===== src/rtl/hazard_ctrl_pkg.sv =====
// Shared pipeline constants: register-number width and the hazard FSM state encoding.
package hazard_ctrl_pkg;

  // Width of a MIPS-style register specifier (rs/rt/rd).
  localparam int REG_W = 5;

  // Hazard controller states: normal issue, or holding EX for a multi-cycle multiply.
  typedef enum logic {
    IDLE     = 1'b0,
    MUL_BUSY = 1'b1
  } state_t;

endpackage : hazard_ctrl_pkg


===== src/rtl/hazard_ctrl.sv =====
// Pipeline hazard controller: load-use bubble insertion, multi-cycle multiply
// hold of ID/EX, taken-branch flushing, and a saturating stall-cycle counter.
module hazard_ctrl
  import hazard_ctrl_pkg::*;
#(
  parameter int MUL_CYCLES = 4,
  parameter int CNT_W      = 16
) (
  input  logic             clk_i,
  input  logic             rst_n,
  input  logic [REG_W-1:0] ifid_rs_i,
  input  logic [REG_W-1:0] ifid_rt_i,
  input  logic [REG_W-1:0] idex_rt_i,
  input  logic             idex_memread_i,
  input  logic             idex_mul_i,
  input  logic             branch_taken_i,
  output logic             pc_write_o,
  output logic             ifid_write_o,
  output logic             ifid_flush_o,
  output logic             idex_flush_o,
  output logic             idex_hold_o,
  output logic             exmem_flush_o,
  output logic             mul_done_o,
  output logic [CNT_W-1:0] stall_cnt_o
);

  // Multiply down-counter width; the first multiply cycle is spent in IDLE,
  // so MUL_BUSY covers MUL_CYCLES-1 cycles counting MUL_CYCLES-2 down to 0.
  localparam int              MC_W     = (MUL_CYCLES > 2) ? $clog2(MUL_CYCLES) : 1;
  localparam logic [MC_W-1:0] MUL_LOAD = MC_W'(MUL_CYCLES - 2);
  localparam logic [CNT_W-1:0] CNT_MAX = '1;

  state_t           state_q, state_d;
  logic [MC_W-1:0]  mul_cnt_q, mul_cnt_d;
  logic [CNT_W-1:0] stall_cnt_q, stall_cnt_d;
  logic             load_use;

  // Load-use comparator: a load in EX whose destination feeds the instruction in ID.
  always_comb begin
    load_use = idex_memread_i && (idex_rt_i != '0) &&
               ((idex_rt_i == ifid_rs_i) || (idex_rt_i == ifid_rt_i));
  end

  // Next-state and control outputs; branch overrides everything, multiply beats load-use.
  always_comb begin
    state_d       = state_q;
    mul_cnt_d     = mul_cnt_q;
    pc_write_o    = 1'b1;
    ifid_write_o  = 1'b1;
    ifid_flush_o  = 1'b0;
    idex_flush_o  = 1'b0;
    idex_hold_o   = 1'b0;
    exmem_flush_o = 1'b0;
    mul_done_o    = 1'b0;

    if (!rst_n) begin
      // Held in reset: the flops are cleared, outputs stay at their defaults.
      state_d   = IDLE;
      mul_cnt_d = '0;
    end else if (branch_taken_i) begin
      // Squash the three younger stages and let fetch redirect; abandons any multiply.
      ifid_flush_o  = 1'b1;
      idex_flush_o  = 1'b1;
      exmem_flush_o = 1'b1;
      state_d       = IDLE;
      mul_cnt_d     = '0;
    end else begin
      unique case (state_q)
        IDLE: begin
          if (idex_mul_i) begin
            // First multiply cycle: freeze front end, hold EX, bubble into MEM.
            pc_write_o    = 1'b0;
            ifid_write_o  = 1'b0;
            idex_hold_o   = 1'b1;
            exmem_flush_o = 1'b1;
            state_d       = MUL_BUSY;
            mul_cnt_d     = MUL_LOAD;
          end else if (load_use) begin
            // One bubble so the loaded value can be forwarded from MEM/WB.
            pc_write_o   = 1'b0;
            ifid_write_o = 1'b0;
            idex_flush_o = 1'b1;
          end
        end
        MUL_BUSY: begin
          // The held instruction is the same multiply, so idex_mul_i is not consulted.
          pc_write_o    = 1'b0;
          ifid_write_o  = 1'b0;
          idex_hold_o   = 1'b1;
          exmem_flush_o = 1'b1;
          if (mul_cnt_q == '0) begin
            mul_done_o = 1'b1;
            state_d    = IDLE;
          end else begin
            mul_cnt_d = mul_cnt_q - 1'b1;
          end
        end
        default: begin
          state_d   = IDLE;
          mul_cnt_d = '0;
        end
      endcase
    end
  end

  // Saturating count of cycles in which the PC was frozen.
  always_comb begin
    stall_cnt_d = stall_cnt_q;
    if (!pc_write_o && (stall_cnt_q != CNT_MAX)) begin
      stall_cnt_d = stall_cnt_q + 1'b1;
    end
  end

  // State, multiply counter and statistics registers.
  always_ff @(posedge clk_i or negedge rst_n) begin
    if (!rst_n) begin
      state_q     <= IDLE;
      mul_cnt_q   <= '0;
      stall_cnt_q <= '0;
    end else begin
      state_q     <= state_d;
      mul_cnt_q   <= mul_cnt_d;
      stall_cnt_q <= stall_cnt_d;
    end
  end

  assign stall_cnt_o = stall_cnt_q;

endmodule : hazard_ctrl

===== config.mk =====
export PLATFORM = sky130hd
export DESIGN_NAME = hazard_ctrl
export DESIGN_NICKNAME = d
export VERILOG_FILES = /design/src/rtl/hazard_ctrl_pkg.sv /design/src/rtl/hazard_ctrl.sv
export SDC_FILE = /design/constraint.sdc
export NUM_CORES = 1
export LEC_CHECK = 0
export BUFFER_PORTS_ARGS = -buffer_cell sky130_fd_sc_hd__buf_4
export CELL_PAD_IN_SITES_DETAIL_PLACEMENT = 1
export CELL_PAD_IN_SITES_GLOBAL_PLACEMENT = 1
export CORE_ASPECT_RATIO = 0.5
export CORE_UTILIZATION = 35
export CTS_CLUSTER_DIAMETER = 60
export DETAILED_ROUTE_END_ITERATION = 7
export PLACE_DENSITY = 0.78
export SLEW_MARGIN = 40
export SYNTH_ARGS = -nofsm -noshare
export SYNTH_HDL_FRONTEND = slang
export SYNTH_SLANG_ARGS = --single-unit

===== constraint.sdc =====
create_clock -name clk_i -period 2.1 [get_ports clk_i]
set_input_delay 0.105 -clock clk_i [delete_from_list [all_inputs] [get_ports clk_i]]
set_output_delay 0.105 -clock clk_i [all_outputs]
set_load 0.005 [all_outputs]

### Word level (Yosys, flattened, before mapping)

Index checks and enable logic that the tools add are counted.

* $add $sub $neg: 2
* reductions and logical operators: 8
* equal/unequal tests: 5
* mux-type cells: 31
* bitwise logic cells: 1

Operators by type and width (count)
* $mux 1: 23
* $add 16x1->16 const B: 1
* $ne 16x16->1 const B: 1
* $eq 5x5->1: 2
* $mux 2: 4
* $ne 4x4->1 const B: 2
* $pmux 1 s2: 3
* $reduce_bool 5->1: 1
* $pmux 2 s2: 1
* $logic_and 1x1->1: 3
* $logic_not 2->1: 1
* $reduce_and 2->1: 1
* $sub 2x1->2 const B: 1
* $logic_not 1->1: 1
* $logic_or 1x1->1: 1
* $not 1->1: 1

* register bits after elaboration: 19
* word-level logic and storage cells: 50
* input bits: 20
* output and inout port bits: 23

### Logic depth before layout (Yosys ltp)

Gate-level depths: netlist of run 1.

* depth in word-level cells: 10
* gate-level depth with buffers: 8
* gate-level depth less buffers: 7

### Worst setup path after synthesis of run 1

OpenSTA, ideal clock, no wires.

* kind: reg-to-reg
* from: reg stall_cnt_q[0], in the netlist stall_cnt_o[0]
* to: reg stall_cnt_q[1], in the netlist stall_cnt_o[1]
* setup slack: 0.235 ns
* data arrival time: 1.740 ns
* cell stages (with the launch flop): 8
* path buffers: 1
* period minus slack after synthesis: 1.865 ns
* data required time: 1.975 ns
* library setup time: 0.125 ns
* cell sequence: dfrtp_1 ha_1 nand2_1 nor3_1 a221oi_2 and2_4 buf_6 mux2_4

* longest elaborated chain between the ends: 2

RTL lines
* from (decl): RTL line hazard_ctrl.sv:35 `logic [CNT_W-1:0] stall_cnt_q, stall_cnt_d;`
* from (signal assigned): RTL line hazard_ctrl.sv:123 `stall_cnt_q <= stall_cnt_d;`
* parallel branches: the longest is 2 deep, another holds $add 16x1->16

Several ways; the timed one is not identified.
A chain may end at the register's enable or synchronous reset.

### Final worst setup path of run 1

Ends and elaborated chain as after synthesis.

==> results.toml, run 1 <==
[status]
outcome = "completed"

[setup_path]
timing.critical_path.fanout_max = 8
timing.setup.critical_path_class = "register to register"
r2r_cells = 6
cp.required_ns = 2.26
timing.critical_path.from_type = "register"
reg2reg_to = "stall_cnt_o[1]"
cp.arrival_ns = 1.94
timing.rr.start = "stall_cnt_o[0]"
worst-r2r-setup-slack_ns = 0.31
end_kind = "register"

[finish]
final_nets = 189
layout.area.seq_um2 = 475
antennaDiodeCount = 0
multi_input_comb_area_um2 = 617
ratio_of_cells_with_drive_above_1_in_the_final_layout = 0.325
layoutNonFillerInstCount = 206
fillers = 357
syn_to_final_growth_pct = 37.7

[detailed_routing]
drt-pass1-iter-count = 4
drcViolationCount = 0
dr.first_iter.drc_count = 19
ant_nets = 0
via_density_per_instance = 5.06
routedWlPerCell_um = 14.8
dr_total_vias = 1042
totalWireLength_um = 3060

[sta]
tightest_slew_ns = 0.343
total_negative_setup_slacks_ns = 0
final_count_of_pins_violating_max_slew = 0
report.final.hold_viol_count = 0
maxClockFrequency_ghz = 0.560
finalCritPeriodShare = 0.850
grt_setup_unrepaired = "false"
timing.max_slew.rel_slack = 0.771
fin_worst_skew_ns = 0.00995
fin_crit_ns = 1.79
final_setup_violations = 0

[synth]
yosys.cell_types.count = 32
postSynthCellCount = 118
synth_top_area_share = 0.420
ys_seq_elements = 19
synth.most_common_cell = "sky130_fd_sc_hd__dfrtp_1"
ys_top_cells_by_count = "sky130_fd_sc_hd__dfrtp_1, sky130_fd_sc_hd__xor2_1, sky130_fd_sc_hd__nor2_1"
number_of_enable_flip_flop_cells_after_synthesis = 0
dominant_register_cell_in_the_synthesized_netlist = "sky130_fd_sc_hd__dfrtp_1"
postSynthAreaPerCell_um2 = 9.59
async_reset_ff_frac = 1.00
yosys.area.top_type = "sky130_fd_sc_hd__dfrtp_1"
synth.cell_area_mm2 = 0.00113
synth.net_count = 140
synthTopCellsByArea = "sky130_fd_sc_hd__dfrtp_1, sky130_fd_sc_hd__xor2_1, sky130_fd_sc_hd__xnor2_1"
synthesis.yosys.warnings = 0
synth_sequential_area_ratio = 0.420

[clock_network]
cts_htree_levels = 1
clockRootBuffer = "sky130_fd_sc_hd__clkbuf_8"
cts_made_buffers = 3
number_of_sinks_handled_by_clock_tree_synthesis = 19
tritoncts = "yes"
clock_insertion_delay_worst_skew_ns = 0.26
cts_resized = 0
clk_pin_slew_ns = 0.08
max-clock-path-buffers = 2

[worst_hold_path]
hold_start = "branch_taken_i"
worstHoldEndpoint = "stall_cnt_o[12]"
hold_class = "input port to register"
cells_on_worst_hold_path = 3

[floorplan]
io_pins = 43
fp-row-count = 14
die_width_um = 82.4
core-area_mm2 = 0.00303
die_y_um = 42.2
die-area_mm2 = 0.00348
start_util = 0.373

[power_and_ir_drop]
pwr_density_cell_mw_per_mm2 = 663
vdd_ir_drop_max_v = 0.000578
total_leakage_power_nw = 0.738

[global_route]
wire_length_of_the_first_global_routing_pass_um = 4910
antenna_found_initial = 0
grt_start_max_net_pins = 24
grt_use_total = 0.191
grt-ovfl-total = 0
grt_pass1_vias = 1029

[place]
placedCellCount = 201
count_of_input_and_output_buffers = 42
post-dp-hpwl_um = 2470
place.gp.congestion = 0.776

[job]
max_cap_violations = 0
[state kept, by name, summed over array words and instances, names as in the netlist]
name,flops
mul_cnt_q,2
stall_cnt_o,16
state_q,1
[how the worst max path moves through the flow]
stage | from | end | slack [ns]
floorplan | stall_cnt_o[0] | stall_cnt_o[1] | 0.23
global placement | stall_cnt_o[0] | stall_cnt_o[1] | 0.39
detailed placement | stall_cnt_o[0] | stall_cnt_o[1] | 0.35
CTS | stall_cnt_o[0] | stall_cnt_o[1] | 0.32
global route | stall_cnt_o[0] | stall_cnt_o[5] | 0.16
finish | stall_cnt_o[0] | stall_cnt_o[1] | 0.31
[through the flow]
stage	setup WS [ns]	instance area [um^2]	total power [W]	utilization	hold WS (ns)
2_1_floorplan	0.235	1130	0.000610	-	-0.191
3_3_place_gp	0.393	1500	0.000761	0.495	0.0986
3_5_place_dp	0.348	1500	0.000771	0.495	0.109
4_1_cts	0.324	1560	0.00104	0.514	0.222
5_1_grt	0.157	1560	0.00109	0.514	0.248
6_report	0.315	1560	0.00103	0.514	0.244
[logic make-up (layout without fill, tap and decap cells)]
kind of cell / after synthesis / count (layout) / share of synthesized area
flops: 19 / 19 / 0.420
xor+xnor: 24 / 24 / 0.186
compound gates: 14 / 14 / 0.0940
mux: 1 / 1 / 0.0133
fa+ha+maj: 2 / 2 / 0.0221
simple gates: 52 / 52 / 0.230
buf+inv: 6 / 54 / 0.0343
[placed cells by master (no fill, tap or decap), types with 2 or more instances in the layout]
master | Yosys | final
sky130_fd_sc_hd__buf_4 | 1 | 46
sky130_fd_sc_hd__dfrtp_1 | 19 | 19
sky130_fd_sc_hd__xor2_1 | 13 | 13
sky130_fd_sc_hd__nor2_1 | 12 | 12
sky130_fd_sc_hd__xnor2_1 | 11 | 11
sky130_fd_sc_hd__nand2_1 | 9 | 9
sky130_fd_sc_hd__nand3_1 | 9 | 9
sky130_fd_sc_hd__nor3_1 | 6 | 6
sky130_fd_sc_hd__nand4_1 | 5 | 5
sky130_fd_sc_hd__and3_1 | 4 | 4
sky130_fd_sc_hd__inv_1 | 3 | 3
sky130_fd_sc_hd__a31oi_1 | 3 | 3
sky130_fd_sc_hd__clkbuf_8 | 0 | 3
sky130_fd_sc_hd__o21a_1 | 2 | 2
sky130_fd_sc_hd__a21oi_1 | 2 | 2
sky130_fd_sc_hd__ha_1 | 2 | 2
[repair_timing]
item / in CTS / in global routing
buffers inserted: 0 / 0
hold buffers: 1 / 0
endpoints found under the hold margin: 19 / 0
[area by class of cell]
type | count | area share
multi-input cells | 93 | 0.396
repair buffers | 47 | 0.228
inverters | 3 | 0.00723
well taps | 40 | 0.0321
clock inverters | 1 | 0.00482
flip-flops and latches | 19 | 0.305
clock buffers | 3 | 0.0265
[critical path, cell delays in order (launching register included)]
cell                       delay, ns
sky130_fd_sc_hd__dfrtp_1        0.44
sky130_fd_sc_hd__ha_1           0.21
sky130_fd_sc_hd__nand2_1        0.08
sky130_fd_sc_hd__nor3_1         0.33
sky130_fd_sc_hd__a221oi_2       0.11
sky130_fd_sc_hd__and2_4         0.21
sky130_fd_sc_hd__mux2_4         0.30
[routing by layer]
layer	vias to the layer above	GRT usage	part of all wire
li1	507	-	-
met1	515	0.253	0.46
met2	18	0.317	0.49
met3	2	0.0522	0.037
met4	0	0.0316	0.0033
met5	-	0	0
[power breakdown]
| group | total, W | switching (W) | internal, W |
|---|---|---|---|
| logic | 0.000279 | 0.000117 | 0.000161 |
| clock network | 0.000266 | 0.000132 | 0.000134 |
| registers | 0.000488 | 0.0000747 | 0.000413 |
(Power assumes the default switching activity.)
==> inputs of run 2 (changes only) <==
--- a/config.mk
+++ b/config.mk
@@ -19 +19,2 @@
 export SYNTH_SLANG_ARGS = --single-unit
+export TNS_END_PERCENT = 10
==> constraint.sdc (replaced) <==
create_clock -name clk_i -period 2.1 [get_ports clk_i]
set_input_delay 0 -clock clk_i [delete_from_list [all_inputs] [get_ports clk_i]]
set_output_delay 0 -clock clk_i [all_outputs]
set_load 0.005 [all_outputs]
==> run 2 against run 1 <==
- sequential share of layout area is essentially flat
- flip-flop and latch count is the same
- critical path depth grew 1
- clock skew shrank 0.0051 ns
- largest cell class unchanged
==> results.toml, run 2 (same netlist as run 1, synthesis figures left out) <==
[global_route]
grt_use_total = 0.208
antenna_found_initial = 0
grt.busiest_layer = "met2"
grt-ovfl-total = 0
gr-usage-met3 = 0.0457
grt_use_met2 = 0.336
wire_length_of_the_first_global_routing_pass_um = 5330
grt_pass1_vias = 1093
grt_start_max_net_pins = 24
grt.met1_usage = 0.276

[setup_path]
timing.critical_path.from_type = "register"
startpoint = "stall_cnt_o[1]"
cp.arrival_ns = 1.94
end_kind = "register"
timing.critical_path.fanout_max = 5
timing.rr.start = "stall_cnt_o[1]"
timing.setup.critical_path_class = "register to register"
cp.required_ns = 2.24

[power_and_ir_drop]
power.clock.fraction = 0.255
netSwitchingPower_w = 0.000325
p_seq_frac = 0.472
power_report.internal_total_w = 0.000708
comb_power_share = 0.273
vdd_ir_drop_max_v = 0.000417
pwr_density_cell_mw_per_mm2 = 665
total_leakage_power_nw = 0.742
sw_ratio = 0.315

[floorplan]
fp-row-count = 14
die-area_mm2 = 0.00348
core-area_mm2 = 0.00303
io_pins = 43
die_width_um = 82.4
start_util = 0.373
die_y_um = 42.2

[place]
count_of_input_and_output_buffers = 42
post-dp-hpwl_um = 2520
placedCellCount = 201
place.gp.congestion = 0.743
preCtsSetupSlack_ns = 0.328

[finish]
final_cell_mix = "sky130_fd_sc_hd__buf_4, sky130_fd_sc_hd__dfrtp_1, sky130_fd_sc_hd__xor2_1"
final_nets = 189
syn_to_final_growth_pct = 37.5
final_util = 0.513
ratio_of_cells_with_drive_above_1_in_the_final_layout = 0.325
final_common_cell = "sky130_fd_sc_hd__buf_4"
layoutNonFillerInstCount = 206
flip_flop_count_of_the_largest_register_after_layout = 16
antennaDiodeCount = 0

[clock_network]
cts_made_buffers = 3
clockRootBuffer = "sky130_fd_sc_hd__clkbuf_8"
post_cts_hold_buffer_count = 1
tritoncts = "yes"
number_of_sinks_handled_by_clock_tree_synthesis = 19
cts_resized = 0
cts_htree_levels = 1
clk_pin_slew_ns = 0.08
clock_insertion_delay_worst_skew_ns = 0.26
cts.repair_timing.setup_buffer_count = 0
max-clock-path-buffers = 2

[detailed_routing]
drt-pass1-iter-count = 4
drcViolationCount = 0
dr_total_vias = 1056
via_density_per_instance = 5.13
dr.first_iter.drc_count = 60
ant_nets = 0
totalWireLength_um = 3160
routedWlPerCell_um = 15.3

[sta]
timing.max_slew.rel_slack = 0.747
final_count_of_pins_violating_max_slew = 0
tightest_slew_ns = 0.377
postLayoutSetupSlackWorst_ns = 0.302
fin_crit_ns = 1.80
final_setup_violations = 0
maxClockFrequency_ghz = 0.556
report.final.hold_viol_count = 0
fin_worst_skew_ns = 0.00485
finalCritPeriodShare = 0.856
grt_setup_unrepaired = "false"
post_route_worst_hold_slack_ns = 0.111
total_negative_setup_slacks_ns = 0

[status]
outcome = "completed"

[worst_hold_path]
hold_class = "input port to register"
hold_start = "branch_taken_i"

[job]
max_cap_violations = 0
run 2: cell count changes in the layout (fill, tap and decap cells not counted):
cell	previous run	this run
sky130_fd_sc_hd__clkinv_2	0	1
sky130_fd_sc_hd__clkinvlp_4	1	0
run 2: metal layers:
| metal | vias up | wire [um] |
|---|---|---|
| met3 | 9 | 93 |
| met2 | 21 | 1550 |
| li1 | 504 | - |
| met1 | 522 | 1450 |
| met5 | - | 0 |
| met4 | 0 | 62 |
run 2: power by group through the flow:
stage / combinational (W) / sequential [W] / clock, W
final: 0.000282 / 0.000488 / 0.000263
after global routing: 0.000313 / 0.000500 / 0.000286
after CTS: 0.000286 / 0.000489 / 0.000270
after detailed placement: 0.000283 / 0.000493 / 0
after global placement: 0.000273 / 0.000490 / 0
after floorplan: 0.000126 / 0.000484 / 0
run 2: critical path: stages (launching register included):
cell and delay, ns:
sky130_fd_sc_hd__dfrtp_1 0.42, sky130_fd_sc_hd__ha_1 0.23, sky130_fd_sc_hd__nand2_1 0.09, sky130_fd_sc_hd__nor3_1 0.32, sky130_fd_sc_hd__buf_4 0.19, sky130_fd_sc_hd__and3_1 0.15
sky130_fd_sc_hd__nand3_1 0.12, sky130_fd_sc_hd__xnor2_1 0.16
run 2: stage by stage:
| stage | area [um^2] | total power (W) |
|---|---|---|
| 2_1_floorplan | 1130 | 0.000610 |
| 3_3_place_gp | 1500 | 0.000763 |
| 3_5_place_dp | 1500 | 0.000776 |
| 4_1_cts | 1560 | 0.00105 |
| 5_1_grt | 1560 | 0.00110 |
| 6_report | 1560 | 0.00103 |
run 2: cell type report:
cell class              instances  area [um^2]
fillers                       379         1480
multi-input cells              93          617
flip-flops and latches         19          475
repair buffers                 47          355
well taps                      40         50.0
clock buffers                   3         41.3
inverters                       3         11.3
clock inverters                 1         5.00
run 2: path summary, 6_finish.rpt:
check                                  endpoint  slack, ns  cells after the start
worst max register to register  stall_cnt_o[14]       0.30                      7
max in group asynchronous        stall_cnt_o[4]       1.62                      3
worst min-delay path            stall_cnt_o[12]       0.11                      3
min in group asynchronous        stall_cnt_o[5]       0.26                      3
worst min register to register  stall_cnt_o[15]       0.50                      1
worst max-delay path            stall_cnt_o[14]       0.30                      7
==> inputs of run 3 (changes only) <==
ABC_AREA = 1   (was not set)
PLACE_DENSITY = 0.79   (was 0.78)
==> run 3 against run 2 <==
- global-route usage shrank 2.2 points
- count of clock-buffer cells in the layout is the same
- flip-flop and latch count is the same
- critical path depth grew 3
- final cell count grew 46%
- via count grew 33%
- largest cell class unchanged
- highest routed layer unchanged
==> results.toml, run 3 <==
[finish]
final_cell_mix = "sky130_fd_sc_hd__nand2_1, sky130_fd_sc_hd__buf_4, sky130_fd_sc_hd__nand3_1"
final_common_cell = "sky130_fd_sc_hd__nand2_1"
flip_flop_count_of_the_largest_register_after_layout = 16
ratio_of_cells_with_drive_above_1_in_the_final_layout = 0.253
antennaDiodeCount = 0
syn_to_final_growth_pct = 27.8
fillers = 483
final_nets = 272
final_util = 0.495
multi_input_comb_area_um2 = 783
layout.area.seq_um2 = 475

[clock_network]
clk_pin_slew_ns = 0.07
cts_htree_levels = 1
number_of_sinks_handled_by_clock_tree_synthesis = 19
clock_insertion_delay_worst_skew_ns = 0.26
clockRootBuffer = "sky130_fd_sc_hd__clkbuf_8"
max-clock-path-buffers = 2
cts_made_buffers = 3
tritoncts = "yes"

[detailed_routing]
drcViolationCount = 0
dr.first_iter.drc_count = 62
drt-pass1-iter-count = 4
totalWireLength_um = 3800
dr_total_vias = 1405
routedWlPerCell_um = 12.7
via_density_per_instance = 4.68
ant_nets = 0

[sta]
timing.max_slew.rel_slack = 0.720
final_setup_violations = 0
fin_worst_skew_ns = 0.00137
report.final.hold_viol_count = 0
tightest_slew_ns = 0.418
fin_crit_ns = 1.88
final_count_of_pins_violating_max_slew = 0
maxClockFrequency_ghz = 0.532
total_negative_setup_slacks_ns = 0
grt_setup_unrepaired = "false"
finalCritPeriodShare = 0.895

[job]
max_cap_violations = 0

[global_route]
antenna_found_initial = 0
grt_use_total = 0.187
grt_pass1_vias = 1411
grt-ovfl-total = 0
wire_length_of_the_first_global_routing_pass_um = 6240
grt_start_max_net_pins = 23

[synth]
synthesis.yosys.warnings = 0
async_reset_ff_frac = 1.00
postSynthAreaPerCell_um2 = 6.84
synth.net_count = 228
postSynthCellCount = 206
number_of_enable_flip_flop_cells_after_synthesis = 0
synth-adder-area-share = 0.0178
main_combinational_cell_family_by_area_after_synthesis = "simple AND/OR/NAND/NOR gates"
synthTopCellsByArea = "sky130_fd_sc_hd__dfrtp_1, sky130_fd_sc_hd__nand2_1, sky130_fd_sc_hd__nand3_1"
synth.area.mux_share = 0
dominant_register_cell_in_the_synthesized_netlist = "sky130_fd_sc_hd__dfrtp_1"
share_of_the_synthesized_netlist_area_taken_by_xor_and_xnor_gates = 0.0933
yosys.cell_types.count = 23
yosys.area.top_type = "sky130_fd_sc_hd__dfrtp_1"
synth-simple-area-share = 0.427
synth-compound-area-share = 0.0178
ys_seq_elements = 19
synth_sequential_area_ratio = 0.337
synth.most_common_cell = "sky130_fd_sc_hd__nand2_1"
synth_top_area_share = 0.337
ys_top_cells_by_count = "sky130_fd_sc_hd__nand2_1, sky130_fd_sc_hd__nand3_1, sky130_fd_sc_hd__inv_1"
synth.cell_area_mm2 = 0.00141

[place]
place.gp.congestion = 0.764
count_of_input_and_output_buffers = 42
post-dp-hpwl_um = 3020

[setup_path]
end_kind = "output port"
timing.setup.critical_path_class = "input port to output port"
timing.critical_path.fanout_max = 22
startpoint = "rst_n"
timing.critical_path.from_type = "input port"
timing.rr.start = "stall_cnt_o[0]"
crit_path_capture = "ifid_write_o"
reg2reg_to = "stall_cnt_o[2]"
worst-r2r-setup-slack_ns = 0.23
cp.arrival_ns = 1.88
r2r_cells = 11
cp.required_ns = 2.10

[power_and_ir_drop]
total_leakage_power_nw = 1.00
pwr_density_cell_mw_per_mm2 = 525
vdd_ir_drop_max_v = 0.000335

[floorplan]
die_y_um = 46.9
start_util = 0.387
die_width_um = 91.7
io_pins = 43
core-area_mm2 = 0.00364
fp-row-count = 15
die-area_mm2 = 0.00430

[status]
outcome = "completed"

[worst_hold_path]
hold_class = "input port to register"
run 3: cells by family after synthesis:
group	count (synthesis)
adders and majority gates	2
buffers and inverters	32
and+or+nand+nor	133
DFF	19
xor gates and xnor gates	15
AOI/OAI and AO/OA	5
run 3: final cells by class:
type                    instances  area share
multi-input cells             155       0.435
flip-flops and latches         19       0.264
repair buffers                 43       0.181
inverters                      28      0.0591
well taps                      51      0.0354
clock buffers                   3      0.0229
clock inverters                 1     0.00278
run 3: report_power, final:
part	switching, W	internal, W	total [W]
combinational	0.000117	0.000121	0.000238
clock	0.000126	0.000132	0.000258
sequential	0.0000506	0.000398	0.000448
total	0.000294	0.000651	0.000945
run 3: critical path, stage by stage:
cell and delay, ns:
sky130_fd_sc_hd__dlygate4sd3_1 0.52, sky130_fd_sc_hd__buf_4 0.29, sky130_fd_sc_hd__inv_2 0.07, sky130_fd_sc_hd__nor2_2 0.14
sky130_fd_sc_hd__inv_1 0.08, sky130_fd_sc_hd__nor2_1 0.15, sky130_fd_sc_hd__inv_2 0.06, sky130_fd_sc_hd__nand2_2 0.33
sky130_fd_sc_hd__inv_2 0.08, sky130_fd_sc_hd__buf_4 0.15
run 3: layer usage:
metal | track usage | up-vias | routed length (um)
met1 | 0.227 | 645 | 1780
li1 | - | 720 | -
met4 | 0.0531 | 0 | 34
met5 | 0 | - | 0
met2 | 0.353 | 36 | 1810
met3 | 0.0388 | 4 | 174
run 3: stage by stage:
step / instances / setup slack [ns] / hold slack, ns / power [W] / cell area (um^2)
6_report: 300 / 0.221 / 0.0764 / 0.000945 / 1800
4_1_cts: 300 / 0.191 / 0.0752 / 0.000954 / 1800
3_5_place_dp: 295 / 0.234 / -0.0936 / 0.000695 / 1740
3_3_place_gp: 295 / 0.352 / -0.0991 / 0.000683 / 1740
2_1_floorplan: 206 / 0.430 / -0.296 / 0.000569 / 1410
5_1_grt: 300 / 0.0270 / 0.134 / 0.00100 / 1800
run 3: how the worst min path moves through the flow:
| stage | from | to | slack [ns] | depth (start not counted) |
|---|---|---|---|---|
| after CTS | branch_taken_i | mul_cnt_q[0] | 0.08 | 4 |
| final | branch_taken_i | mul_cnt_q[0] | 0.08 | 4 |
| after detailed placement | rst_n | stall_cnt_o[0] | -0.09 | 1 |
| after floorplan | rst_n | mul_cnt_q[0] | -0.30 | 0 |
| after global routing | branch_taken_i | mul_cnt_q[0] | 0.13 | 4 |
| after global placement | rst_n | stall_cnt_o[1] | -0.1 | 1 |
run 3: timing repair:
action                                 4_1_cts  5_1_grt
hold buffers                                 1        0
resized for setup                            0        0
endpoints found under the hold margin       19        0
setup buffers                                0        0
